### config.mk
export PLATFORM = sky130hd
export DESIGN_NAME = router_req_arbiter_flat
export DESIGN_NICKNAME = d
export VERILOG_FILES = /design/src/rtl/router_pkg.sv /design/src/rtl/router_req_arbiter_if.sv /design/src/rtl/rr_pick.sv /design/src/rtl/router_req_arbiter.sv /design/src/flat_wrapper.sv
export SDC_FILE = /design/constraint.sdc
export NUM_CORES = 1
export LEC_CHECK = 0
export CAP_MARGIN = 20
export CORE_ASPECT_RATIO = 0.5
export CORE_UTILIZATION = 49
export CTS_CLUSTER_SIZE = 30
export DETAILED_ROUTE_END_ITERATION = 10
export HOLD_SLACK_MARGIN = 0.05
export PLACE_DENSITY = 0.84
export RECOVER_POWER = 100
export SLEW_MARGIN = 20
export SYNTH_ARGS = -nofsm -noshare
export SYNTH_HDL_FRONTEND = slang
export SYNTH_SLANG_ARGS = --single-unit
### constraint.sdc
create_clock -name clk -period 5.6 [get_ports clk]
set_clock_uncertainty 0.05 [all_clocks]
set_input_delay 1.4 -clock clk [delete_from_list [all_inputs] [get_ports clk]]
set_output_delay 1.4 -clock clk [all_outputs]
set_load 0.02 [all_outputs]
### src/rtl/router_pkg.sv
// Shared types and defaults for the router start-request arbiter.
package router_pkg;

  localparam int DEF_ADDR_W = 10;
  localparam int DEF_DFX_W  = 2;

  typedef enum logic [1:0] {
    IDLE,
    ISSUE,
    RESP
  } rarb_state_t;

  typedef struct packed {
    logic [DEF_ADDR_W-1:0] src_addr;
    logic [DEF_ADDR_W-1:0] dst_addr;
    logic [DEF_DFX_W-1:0]  src_dfx;
    logic [DEF_DFX_W-1:0]  dst_dfx;
  } route_req_t;

endpackage

### src/rtl/router_req_arbiter_if.sv
// Requester bus, router start-request port and response port of the arbiter.
interface router_req_arbiter_if #(
  parameter int NUM_REQ = 4,
  parameter int ADDR_W  = router_pkg::DEF_ADDR_W,
  parameter int DFX_W   = router_pkg::DEF_DFX_W
);
  localparam int IDX_W = $clog2(NUM_REQ);

  logic [NUM_REQ-1:0]        req_valid;
  logic [NUM_REQ-1:0]        req_ready;
  logic [NUM_REQ*ADDR_W-1:0] req_src_addr;
  logic [NUM_REQ*ADDR_W-1:0] req_dst_addr;
  logic [NUM_REQ*DFX_W-1:0]  req_src_dfx;
  logic [NUM_REQ*DFX_W-1:0]  req_dst_dfx;
  logic                      router_start_req;
  logic [ADDR_W-1:0]         router_scr_addr;
  logic [ADDR_W-1:0]         router_dst_addr;
  logic [DFX_W-1:0]          router_src_dfx;
  logic [DFX_W-1:0]          router_dst_dfx;
  logic                      router_ack;
  logic                      rsp_valid;
  logic [IDX_W-1:0]          rsp_id;
  logic                      rsp_timeout;

  // arbiter side
  modport slave (
    input  req_valid, req_src_addr, req_dst_addr, req_src_dfx, req_dst_dfx, router_ack,
    output req_ready, router_start_req, router_scr_addr, router_dst_addr,
           router_src_dfx, router_dst_dfx, rsp_valid, rsp_id, rsp_timeout
  );

  // requester / router side
  modport master (
    output req_valid, req_src_addr, req_dst_addr, req_src_dfx, req_dst_dfx, router_ack,
    input  req_ready, router_start_req, router_scr_addr, router_dst_addr,
           router_src_dfx, router_dst_dfx, rsp_valid, rsp_id, rsp_timeout
  );

endinterface

### src/rtl/rr_pick.sv
// Combinational round-robin picker: first set request at or after ptr, circularly.
module rr_pick #(
  parameter int NUM_REQ = 4
) (
  input  logic [NUM_REQ-1:0]         req,
  input  logic [$clog2(NUM_REQ)-1:0] ptr,
  output logic [NUM_REQ-1:0]         gnt_onehot,
  output logic [$clog2(NUM_REQ)-1:0] gnt_idx,
  output logic                       any
);

  localparam int IDX_W = $clog2(NUM_REQ);

  logic [IDX_W-1:0] idx;

  // walk from ptr; NUM_REQ is a power of two so the index wraps by truncation
  always_comb begin
    gnt_onehot = '0;
    gnt_idx    = '0;
    any        = 1'b0;
    idx        = '0;
    for (int i = 0; i < NUM_REQ; i++) begin
      idx = ptr + IDX_W'(i);
      if (!any && req[idx]) begin
        any             = 1'b1;
        gnt_idx         = idx;
        gnt_onehot[idx] = 1'b1;
      end
    end
  end

endmodule

### src/rtl/router_req_arbiter.sv
// Shares the single router start-request port among NUM_REQ requesters,
// one transaction at a time, with a per-transaction ack/timeout response.
module router_req_arbiter
  import router_pkg::*;
#(
  parameter int NUM_REQ = 4,
  parameter int ADDR_W  = DEF_ADDR_W,
  parameter int DFX_W   = DEF_DFX_W,
  parameter int TIMEOUT = 64
) (
  input  logic                 clk,
  input  logic                 rst,
  router_req_arbiter_if.slave  bus
);

  localparam int IDX_W = $clog2(NUM_REQ);
  localparam int TMO_W = $clog2(TIMEOUT);
  localparam logic [TMO_W-1:0] TMO_LAST = TMO_W'(TIMEOUT - 1);

  rarb_state_t state_q, state_d;

  logic [IDX_W-1:0]   rr_ptr_q, gnt_q, pick_idx;
  logic [NUM_REQ-1:0] pick_oh;
  logic               pick_any, accept, tmo_hit;
  logic [TMO_W-1:0]   tmo_q;

  logic [NUM_REQ-1:0][ADDR_W-1:0] src_a, dst_a;
  logic [NUM_REQ-1:0][DFX_W-1:0]  src_d, dst_d;

  logic              start_q, rsp_valid_q, rsp_tmo_q;
  logic [ADDR_W-1:0] saddr_q, daddr_q;
  logic [DFX_W-1:0]  sdfx_q, ddfx_q;
  logic [IDX_W-1:0]  rsp_id_q;

  assign src_a = bus.req_src_addr;
  assign dst_a = bus.req_dst_addr;
  assign src_d = bus.req_src_dfx;
  assign dst_d = bus.req_dst_dfx;

  rr_pick #(.NUM_REQ(NUM_REQ)) u_pick (
    .req        (bus.req_valid),
    .ptr        (rr_ptr_q),
    .gnt_onehot (pick_oh),
    .gnt_idx    (pick_idx),
    .any        (pick_any)
  );

  // next state; ack beats expiry when both land in the same ISSUE cycle
  always_comb begin
    state_d = state_q;
    accept  = 1'b0;
    tmo_hit = 1'b0;
    case (state_q)
      IDLE: begin
        if (pick_any) begin
          accept  = 1'b1;
          state_d = ISSUE;
        end
      end
      ISSUE: begin
        if (bus.router_ack) begin
          state_d = RESP;
        end else if (tmo_q == TMO_LAST) begin
          tmo_hit = 1'b1;
          state_d = RESP;
        end
      end
      RESP:    state_d = IDLE;
      default: state_d = IDLE;
    endcase
  end

  // accept pulse is the only combinational output
  assign bus.req_ready = accept ? pick_oh : '0;

  // state register
  always_ff @(posedge clk or posedge rst) begin
    if (rst) state_q <= IDLE;
    else     state_q <= state_d;
  end

  // latch grant and routing fields at accept; start follows ISSUE occupancy
  always_ff @(posedge clk or posedge rst) begin
    if (rst) begin
      gnt_q   <= '0;
      start_q <= 1'b0;
      saddr_q <= '0;
      daddr_q <= '0;
      sdfx_q  <= '0;
      ddfx_q  <= '0;
    end else begin
      start_q <= (state_d == ISSUE);
      if (accept) begin
        gnt_q   <= pick_idx;
        saddr_q <= src_a[pick_idx];
        daddr_q <= dst_a[pick_idx];
        sdfx_q  <= src_d[pick_idx];
        ddfx_q  <= dst_d[pick_idx];
      end
    end
  end

  // ISSUE cycle counter, zero on entry
  always_ff @(posedge clk or posedge rst) begin
    if (rst) tmo_q <= '0;
    else     tmo_q <= (state_q == ISSUE) ? tmo_q + 1'b1 : '0;
  end

  // response pulse and round-robin pointer advance
  always_ff @(posedge clk or posedge rst) begin
    if (rst) begin
      rsp_valid_q <= 1'b0;
      rsp_tmo_q   <= 1'b0;
      rsp_id_q    <= '0;
      rr_ptr_q    <= '0;
    end else begin
      rsp_valid_q <= (state_q == ISSUE) && (state_d == RESP);
      rsp_tmo_q   <= tmo_hit;
      if ((state_q == ISSUE) && (state_d == RESP)) rsp_id_q <= gnt_q;
      if (state_q == RESP) rr_ptr_q <= gnt_q + 1'b1;
    end
  end

  assign bus.router_start_req = start_q;
  assign bus.router_scr_addr  = saddr_q;
  assign bus.router_dst_addr  = daddr_q;
  assign bus.router_src_dfx   = sdfx_q;
  assign bus.router_dst_dfx   = ddfx_q;
  assign bus.rsp_valid        = rsp_valid_q;
  assign bus.rsp_id           = rsp_id_q;
  assign bus.rsp_timeout      = rsp_tmo_q;

endmodule
### src/flat_wrapper.sv
// flat-port wrapper written by rule: the top's interface ports become plain ports
module router_req_arbiter_flat import router_pkg::*;
#(
  parameter int NUM_REQ = 4,
  parameter int ADDR_W  = DEF_ADDR_W,
  parameter int DFX_W   = DEF_DFX_W,
  parameter int TIMEOUT = 64
)
  (clk, rst, bus_req_valid, bus_req_src_addr, bus_req_dst_addr, bus_req_src_dfx, bus_req_dst_dfx, bus_router_ack, bus_req_ready, bus_router_start_req, bus_router_scr_addr, bus_router_dst_addr, bus_router_src_dfx, bus_router_dst_dfx, bus_rsp_valid, bus_rsp_id, bus_rsp_timeout);
  router_req_arbiter_if #(.NUM_REQ(NUM_REQ), .ADDR_W(ADDR_W), .DFX_W(DFX_W)) bus_i ();
  input  logic clk;
  input  logic rst;
  input wire logic [$bits(bus_i.req_valid)-1:0] bus_req_valid;
  input wire logic [$bits(bus_i.req_src_addr)-1:0] bus_req_src_addr;
  input wire logic [$bits(bus_i.req_dst_addr)-1:0] bus_req_dst_addr;
  input wire logic [$bits(bus_i.req_src_dfx)-1:0] bus_req_src_dfx;
  input wire logic [$bits(bus_i.req_dst_dfx)-1:0] bus_req_dst_dfx;
  input wire logic [$bits(bus_i.router_ack)-1:0] bus_router_ack;
  output wire logic [$bits(bus_i.req_ready)-1:0] bus_req_ready;
  output wire logic [$bits(bus_i.router_start_req)-1:0] bus_router_start_req;
  output wire logic [$bits(bus_i.router_scr_addr)-1:0] bus_router_scr_addr;
  output wire logic [$bits(bus_i.router_dst_addr)-1:0] bus_router_dst_addr;
  output wire logic [$bits(bus_i.router_src_dfx)-1:0] bus_router_src_dfx;
  output wire logic [$bits(bus_i.router_dst_dfx)-1:0] bus_router_dst_dfx;
  output wire logic [$bits(bus_i.rsp_valid)-1:0] bus_rsp_valid;
  output wire logic [$bits(bus_i.rsp_id)-1:0] bus_rsp_id;
  output wire logic [$bits(bus_i.rsp_timeout)-1:0] bus_rsp_timeout;
  assign bus_i.req_valid = bus_req_valid;
  assign bus_i.req_src_addr = bus_req_src_addr;
  assign bus_i.req_dst_addr = bus_req_dst_addr;
  assign bus_i.req_src_dfx = bus_req_src_dfx;
  assign bus_i.req_dst_dfx = bus_req_dst_dfx;
  assign bus_i.router_ack = bus_router_ack;
  assign bus_req_ready = bus_i.req_ready;
  assign bus_router_start_req = bus_i.router_start_req;
  assign bus_router_scr_addr = bus_i.router_scr_addr;
  assign bus_router_dst_addr = bus_i.router_dst_addr;
  assign bus_router_src_dfx = bus_i.router_src_dfx;
  assign bus_router_dst_dfx = bus_i.router_dst_dfx;
  assign bus_rsp_valid = bus_i.rsp_valid;
  assign bus_rsp_id = bus_i.rsp_id;
  assign bus_rsp_timeout = bus_i.rsp_timeout;
  router_req_arbiter #(.NUM_REQ(NUM_REQ), .ADDR_W(ADDR_W), .DFX_W(DFX_W), .TIMEOUT(TIMEOUT)) u_core (.clk(clk), .rst(rst), .bus(bus_i));
endmodule
======== Word level (Yosys, flattened, before mapping) ========
Cells that the tools add are included.
cells by class
  equality and inequality tests ........... 5
  bitwise logic cells ..................... 3
  order comparisons ....................... 9
  add/sub/neg operators ................... 5
  reductions and logical operators ........ 12
  multiplexer cells ....................... 47
operators by type and width
  cell                   number
  $bmux W10 S2           2
  $mux W10               2
  $mux W4                5
  $mux W2                9
  $mux W1                17
  $lt A2 B3 Y1 const B   5
  $or A4 B4 Y4           3
  $bmux W1 S2            4
  $bmux W2 S2            2
  $demux W1 S2           4
  $ge A2 B1 Y1 const B   4
  $logic_and A1 B1 Y1    8
  $add A6 B1 Y6 const B  1
  $eq A6 B6 Y1 const B   1
  $mux W6                1
  $add A2 B1 Y2 const B  2
  $add A2 B2 Y2 const B  2
  $eq A2 B1 Y1 const B   2
  $eq A2 B2 Y1 const B   2
  $pmux W2 S2            1
  $logic_not A1 Y1       3
  $logic_not A2 Y1       1
word-level totals
  output and inout port bits .............. 33
  input bits .............................. 103
  register bits ........................... 41

======== Depth between registers and ports, before layout ========
  word-level depth ........................ 16
  gate-level depth with buffers ........... 12

======== Cells and area by module ========
A second synthesis with hierarchy kept.
unflattened totals
  cell total of the unflattened synthesis .. 248
  area total of the unflattened synthesis .. 2795.2 µm²
modules (own cells, without submodules)
  module              instances  cells each  area each (µm²)  seq. area each (µm²)
  router_req_arbiter  1          203         2373.5           1026.0
  rr_pick             1          45          421.7            0.0

======== Worst setup path after synthesis ========
OpenSTA, ideal clock, no wires.
  path kind ............................... input to output
  start point ............................. in bus_req_valid[2]
  end point ............................... out bus_req_ready[1]
  stages .................................. 8
  arrival ................................. 3047 ps
  path buffers ............................ 2
  slack ................................... 1103 ps
  cell sequence ........................... mux4_2 > nor2b_1 > buf_2 > buf_1 > a22oi_1 > nor2_1 > a221oi_1 > nor2_1
between the ends
  cells in the longest elaborated chain, start to end .. 15
  elaborated cells between the ends (all ways) .. 28
  those cells by class .................... mux: 19; bitwise: 3; reduce/logical: 6
ends and longest elaborated chain
  what                           RTL line                  source
  start: declaration             flat_wrapper.sv:13        input wire logic [$bits(bus_i.req_valid)-1:0] bus_req_valid;
  $bmux W1 S2                    rr_pick.sv:24             if (!any && req[idx]) begin
  $mux W1 (implied by the code)  rr_pick.sv:24
  $mux W1                        rr_pick.sv:24
  $logic_not A1 Y1               rr_pick.sv:24
  $logic_and A1 B1 Y1            rr_pick.sv:24
  $mux W1                        rr_pick.sv:24
  $logic_not A1 Y1               rr_pick.sv:24
  $logic_and A1 B1 Y1            rr_pick.sv:24
  $mux W1                        rr_pick.sv:24
  $logic_not A1 Y1               rr_pick.sv:24
  $logic_and A1 B1 Y1            rr_pick.sv:24
  $mux W1                        rr_pick.sv:24
  $mux W1                        router_req_arbiter.sv:55  if (pick_any) begin
  $mux W1                        router_req_arbiter.sv:53  case (state_q)
  $mux W4 *                      router_req_arbiter.sv:74  assign bus.req_ready = accept ? pick_oh : '0;
  end: declaration               flat_wrapper.sv:19        output wire logic [$bits(bus_i.req_ready)-1:0] bus_req_ready;
Every way passes the cells marked *; elsewhere a longest branch is shown, timed or not. The select of a mux whose other input is x is not followed.

======== Worst setup path in the final report ========
Same ends and word-level chain as after synthesis.

==> impl_results.html <==
<table>
<tr><th>Metric</th><th>Value</th></tr>
<tr><th colspan="2">Run status</th></tr>
<tr><td>Outcome</td><td>finished, violations left</td></tr>
<tr><td>Failing checks</td><td>DRC, capacitance limit, slew limit</td></tr>
<tr><th colspan="2">Cells and area</th></tr>
<tr><td>P&amp;R area growth vs syn</td><td>40.8%</td></tr>
<tr><td>Layout Nets</td><td>618</td></tr>
<tr><td>Number of diodes added for antenna fixing</td><td>0</td></tr>
<tr><td>Share of final-layout standard cells stronger than drive strength 1</td><td>8.68%</td></tr>
<tr><td>FILL cells</td><td>576</td></tr>
<tr><td>Count of placed standard cells in the final layout, fillers left out</td><td>599</td></tr>
<tr><td>Final Core Density</td><td>74.6%</td></tr>
<tr><td>Register area</td><td>1030 um2</td></tr>
<tr><td>Multi-input combinational cell area</td><td>2430 um2</td></tr>
<tr><th colspan="2">Yosys</th></tr>
<tr><td>Number of different library cells in the post-synthesis netlist</td><td>44</td></tr>
<tr><td>Area share of the largest cell type after synthesis</td><td>27.7%</td></tr>
<tr><td>Synth Area per Inst</td><td>9.40 um2</td></tr>
<tr><td>Ranking of synthesized cells by area</td><td>sky130_fd_sc_hd__dfrtp_1 28%, sky130_fd_sc_hd__mux2_4 8.9%, sky130_fd_sc_hd__mux2i_1 7.8%</td></tr>
<tr><td>Async set or reset register ratio after synthesis</td><td>100%</td></tr>
<tr><td>Netlist Area Pre-Place</td><td>3700 um2</td></tr>
<tr><td>Net count of the mapped netlist</td><td>506</td></tr>
<tr><td>Most numerous cell in the Yosys netlist</td><td>sky130_fd_sc_hd__dfrtp_1</td></tr>
<tr><td>Seq cells post-synth</td><td>41</td></tr>
<tr><td>Most instantiated flip-flop cell in the synthesis netlist</td><td>sky130_fd_sc_hd__dfrtp_1</td></tr>
<tr><td>Commonest cells post-synth</td><td>41 x sky130_fd_sc_hd__dfrtp_1, 31 x sky130_fd_sc_hd__nand2_1, 29 x sky130_fd_sc_hd__mux2i_1</td></tr>
<tr><td>Warnings, synthesis</td><td>0</td></tr>
<tr><td>Count of flip-flops with a built-in enable after synthesis</td><td>0</td></tr>
<tr><td>Gate Count Post-Synth</td><td>394</td></tr>
<tr><td>Share of the yosys chip area belonging to registers</td><td>27.7%</td></tr>
<tr><td>Library cell with the largest summed area after synthesis</td><td>sky130_fd_sc_hd__dfrtp_1</td></tr>
<tr><th colspan="2">Routing</th></tr>
<tr><td>DRC violation count after routing</td><td>16</td></tr>
<tr><td>Routed wl met3</td><td>558 um</td></tr>
<tr><td>Wire length on met2</td><td>5200 um</td></tr>
<tr><td>Top Layer Used</td><td>met4</td></tr>
<tr><td>Drt total wl</td><td>10700 um</td></tr>
<tr><td>DRT iter0 DRCs</td><td>355</td></tr>
<tr><td>Wl on met1</td><td>4760 um</td></tr>
<tr><td>Length of the first detailed-routing pass in iterations</td><td>8</td></tr>
<tr><td>Mean number of vias per cell</td><td>6.06</td></tr>
<tr><td>Routed WL per cell</td><td>17.8 um</td></tr>
<tr><td>Number of vias in the routed layout</td><td>3632</td></tr>
<tr><td>Antenna viol nets, final</td><td>0</td></tr>
<tr><th colspan="2">Clocking</th></tr>
<tr><td>Resized Gates After CTS</td><td>0</td></tr>
<tr><td>CTS tree</td><td>built</td></tr>
<tr><td>Quantity of hold-fixing buffers added after cts</td><td>0</td></tr>
<tr><td>Post CTS Setup Buffer Count</td><td>0</td></tr>
<tr><td>Clock transition at the registers of the reported paths</td><td>0.06 ns</td></tr>
<tr><td>TritonCTS Buffers</td><td>5</td></tr>
<tr><td>Root Buffer Master</td><td>sky130_fd_sc_hd__clkbuf_16</td></tr>
<tr><td>Number of H-tree levels</td><td>2</td></tr>
<tr><td>Sinks on Clock Net</td><td>41</td></tr>
<tr><td>Clock latency at the later pin of the worst-skew pair</td><td>0.29 ns</td></tr>
<tr><td>Clk buf depth</td><td>2</td></tr>
<tr><th colspan="2">Die</th></tr>
<tr><td>Total Die Area</td><td>7930 um2</td></tr>
<tr><td>Starting Density</td><td>53.0%</td></tr>
<tr><td>Number of top-level pins</td><td>136</td></tr>
<tr><td>Rows</td><td>21</td></tr>
<tr><td>Die Y-Extent</td><td>63.5 um</td></tr>
<tr><td>Total core area</td><td>6990 um2</td></tr>
<tr><td>Die width</td><td>125 um</td></tr>
<tr><th colspan="2">STA</th></tr>
<tr><td>Final setup violation count</td><td>0</td></tr>
<tr><td>Highest clock frequency the design can meet</td><td>0.184 GHz</td></tr>
<tr><td>Fin Setup TNS</td><td>0 ns</td></tr>
<tr><td>Ratio of final minimum period to clock period</td><td>96.9%</td></tr>
<tr><td>Setup repair after global routing missed its margin</td><td>false</td></tr>
<tr><td>Minimum clock period</td><td>5.42 ns</td></tr>
<tr><td>Slew at the pin with the worst max-slew slack</td><td>2.15 ns</td></tr>
<tr><td>Final Hold Fails</td><td>0</td></tr>
<tr><td>Max-slew violation count</td><td>65</td></tr>
<tr><td>Headroom to the max-slew limit</td><td>-43.2%</td></tr>
<tr><td>Final worst-path setup slack</td><td>0.175 ns</td></tr>
<tr><th colspan="2">Place</th></tr>
<tr><td>Routability congestion estimate from global placement</td><td>0.796</td></tr>
<tr><td>Final HPWL from detailed placement</td><td>7480 um</td></tr>
<tr><td>Port Buffer Count</td><td>135</td></tr>
<tr><td>Placed Cells incl. Taps</td><td>590</td></tr>
<tr><td>Minimum setup slack after placement</td><td>0.314 ns</td></tr>
<tr><th colspan="2">Power</th></tr>
<tr><td>Combinational fraction of design power</td><td>69.0%</td></tr>
<tr><td>Net load switching power</td><td>1.33 mW</td></tr>
<tr><td>Total power draw</td><td>2.95 mW</td></tr>
<tr><td>Internal power</td><td>1.62 mW</td></tr>
<tr><td>Sequential share of power</td><td>18.0%</td></tr>
<tr><td>Largest voltage drop on the vdd net</td><td>0.000430 V</td></tr>
<tr><td>P per Cell Area</td><td>565 nW/um2</td></tr>
<tr><td>Switching fraction of total power</td><td>45.0%</td></tr>
<tr><td>Leakage power summed over all cells</td><td>1.96 nW</td></tr>
<tr><td>Clk network pwr share</td><td>13.0%</td></tr>
<tr><th colspan="2">Critical path</th></tr>
<tr><td>Worst setup path startpoint</td><td>bus_req_valid[2]</td></tr>
<tr><td>Type of the setup path with the least slack</td><td>primary input to primary output</td></tr>
<tr><td>Required time reported for the critical path endpoint</td><td>4.15 ns</td></tr>
<tr><td>Library cell contributing the largest single delay on the critical path</td><td>sky130_fd_sc_hd__dlygate4sd3_1</td></tr>
<tr><td>Library cell appearing most often on the critical path</td><td>sky130_fd_sc_hd__dlygate4sd3_1</td></tr>
<tr><td>Arrival time of data at the critical path endpoint</td><td>3.97 ns</td></tr>
<tr><td>Element type at the critical path start</td><td>primary input</td></tr>
<tr><td>Slowest cell delay on critical path</td><td>0.70 ns</td></tr>
<tr><td>Ordered cell list for the critical path</td><td>dlygate4sd3_1 -&gt; mux4_2 -&gt; and4b_1 -&gt; a221oi_1 -&gt; nor2_1 -&gt; dlygate4sd3_1</td></tr>
<tr><td>Worst Path Max Fanout</td><td>8</td></tr>
<tr><td>Startpoint of the lowest-slack register-to-register path</td><td>u_core.rr_ptr_q[1]</td></tr>
<tr><td>Endpoint kind of the worst setup timing path</td><td>primary output</td></tr>
<tr><th colspan="2">Global routing</th></tr>
<tr><td>Antenna violations before repair</td><td>0</td></tr>
<tr><td>Maximum number of pins on one net before global-route repair</td><td>82</td></tr>
<tr><td>Total routing usage reported by global routing</td><td>28.6%</td></tr>
<tr><td>Global route total overflow</td><td>0</td></tr>
<tr><td>Vias in the first global route</td><td>3540</td></tr>
<tr><td>Global-route wire length before repair</td><td>18000 um</td></tr>
<tr><th colspan="2">Worst hold path</th></tr>
<tr><td>Worst Hold Launch</td><td>u_core.tmo_q[0]</td></tr>
<tr><td>Worst hold path class</td><td>flip-flop to flip-flop</td></tr>
<tr><th colspan="2">Job</th></tr>
<tr><td>Number of max-cap violations</td><td>2</td></tr>
</table>
-- worst max-delay path, delay by kind of cell --
| family | cells | cell delay [ns] |
|---|---|---|
| muxes | 1 | 0.64 |
| AOI/OAI and AO/OA | 1 | 0.10 |
| buffers and inverters | 2 | 1.34 |
| and+or+nand+nor | 2 | 0.49 |
-- cells in the final DEF, fill, tap and decap left out, types with 2 or more instances in the layout --
cell type                           n
sky130_fd_sc_hd__clkdlybuf4s50_1  102
sky130_fd_sc_hd__dfrtp_1           40
sky130_fd_sc_hd__dlygate4sd3_1     33
sky130_fd_sc_hd__nand2_1           31
sky130_fd_sc_hd__mux2i_1           29
sky130_fd_sc_hd__and2_1            25
sky130_fd_sc_hd__nor3_1            24
sky130_fd_sc_hd__a31oi_1           24
sky130_fd_sc_hd__a221oi_1          22
sky130_fd_sc_hd__nor2_1            21
sky130_fd_sc_hd__o221a_1           19
sky130_fd_sc_hd__o211ai_1          18
sky130_fd_sc_hd__mux2_1            15
sky130_fd_sc_hd__a22oi_1           10
sky130_fd_sc_hd__ha_1               9
sky130_fd_sc_hd__mux2_4             7
sky130_fd_sc_hd__mux2_2             7
sky130_fd_sc_hd__inv_1              6
sky130_fd_sc_hd__o2111ai_1          6
sky130_fd_sc_hd__buf_4              6
sky130_fd_sc_hd__o221a_2            5
sky130_fd_sc_hd__clkbuf_16          5
sky130_fd_sc_hd__nand2b_1           3
sky130_fd_sc_hd__xor2_1             3
sky130_fd_sc_hd__a21oi_1            3
sky130_fd_sc_hd__o31ai_1            3
sky130_fd_sc_hd__o21ai_0            3
sky130_fd_sc_hd__nand3_1            3
sky130_fd_sc_hd__mux4_2             2
sky130_fd_sc_hd__nor2_2             2
sky130_fd_sc_hd__bufinv_16          2
-- cell families after synthesis --
kind of cell,share of synthesized area [%]
compound gates,27.5
xor+xnor,0.946
fa+ha+maj,3.04
buf+inv,5.47
flops,27.7
mux,20.7
simple gates,14.6
-- worst paths after layout --
| kind | to | slack (ns) | cells after the start |
|---|---|---|---|
| worst min register to register | u_core.tmo_q[0] | 0.42 | 1 |
| worst max register to register | u_core.bus.router_scr_addr[2] | 1.10 | 10 |
| worst min-delay path | u_core.tmo_q[0] | 0.42 | 1 |
| worst max-delay path | bus_req_ready[1] | 0.18 | 6 |
| min in group asynchronous | u_core.tmo_q[0] | 2.00 | 2 |
| max in group asynchronous | u_core.rr_ptr_q[0] | 2.43 | 2 |
-- sequential cells by signal, summed over array words and instances, names as in the netlist --
name and count:
u_core.bus.router_src_dfx 2, u_core.bus.rsp_id 2, u_core.bus.router_start_req 1, u_core.rr_ptr_q 2, u_core.state_q 2, u_core.bus.router_dst_addr 10
u_core.bus.rsp_valid 1, u_core.tmo_q 6, u_core.gnt_q 2, u_core.bus.rsp_timeout 1, u_core.bus.router_scr_addr 10, u_core.bus.router_dst_dfx 2
-- metrics by stage --
stage,hold WS (ns),area (um2)
2_1_floorplan,0.383,3700
3_3_place_gp,0.405,5080
3_5_place_dp,0.411,5080
4_1_cts,0.419,5270
5_1_grt,0.444,5210
6_report,0.419,5210
-- power by group through the flow --
stage / registers, mW / logic (mW) / clock network (mW)
2_1_floorplan: 0.626 / 1.46 / 0
3_3_place_gp: 0.532 / 2.09 / 0
3_5_place_dp: 0.537 / 2.12 / 0
4_1_cts: 0.535 / 2.13 / 0.386
5_1_grt: 0.549 / 2.21 / 0.402
6_report: 0.529 / 2.03 / 0.384
-- routing by layer --
metal,track usage [%],vias up
met5,0,-
met4,8.69,0
met3,5.78,12
met2,48.2,104
met1,37.2,1754
li1,-,1762
-- layout make-up --
| type | count | area share [%] |
|---|---|---|
| inverters | 6 | 0.432 |
| multi-input cells | 309 | 46.6 |
| clock inverters | 3 | 1.25 |
| repair buffers | 143 | 27.4 |
| flip-flops and latches | 41 | 19.7 |
| well taps | 92 | 2.21 |
| clock buffers | 5 | 2.40 |
No activity file was read; power rests on OpenSTA's default activity.
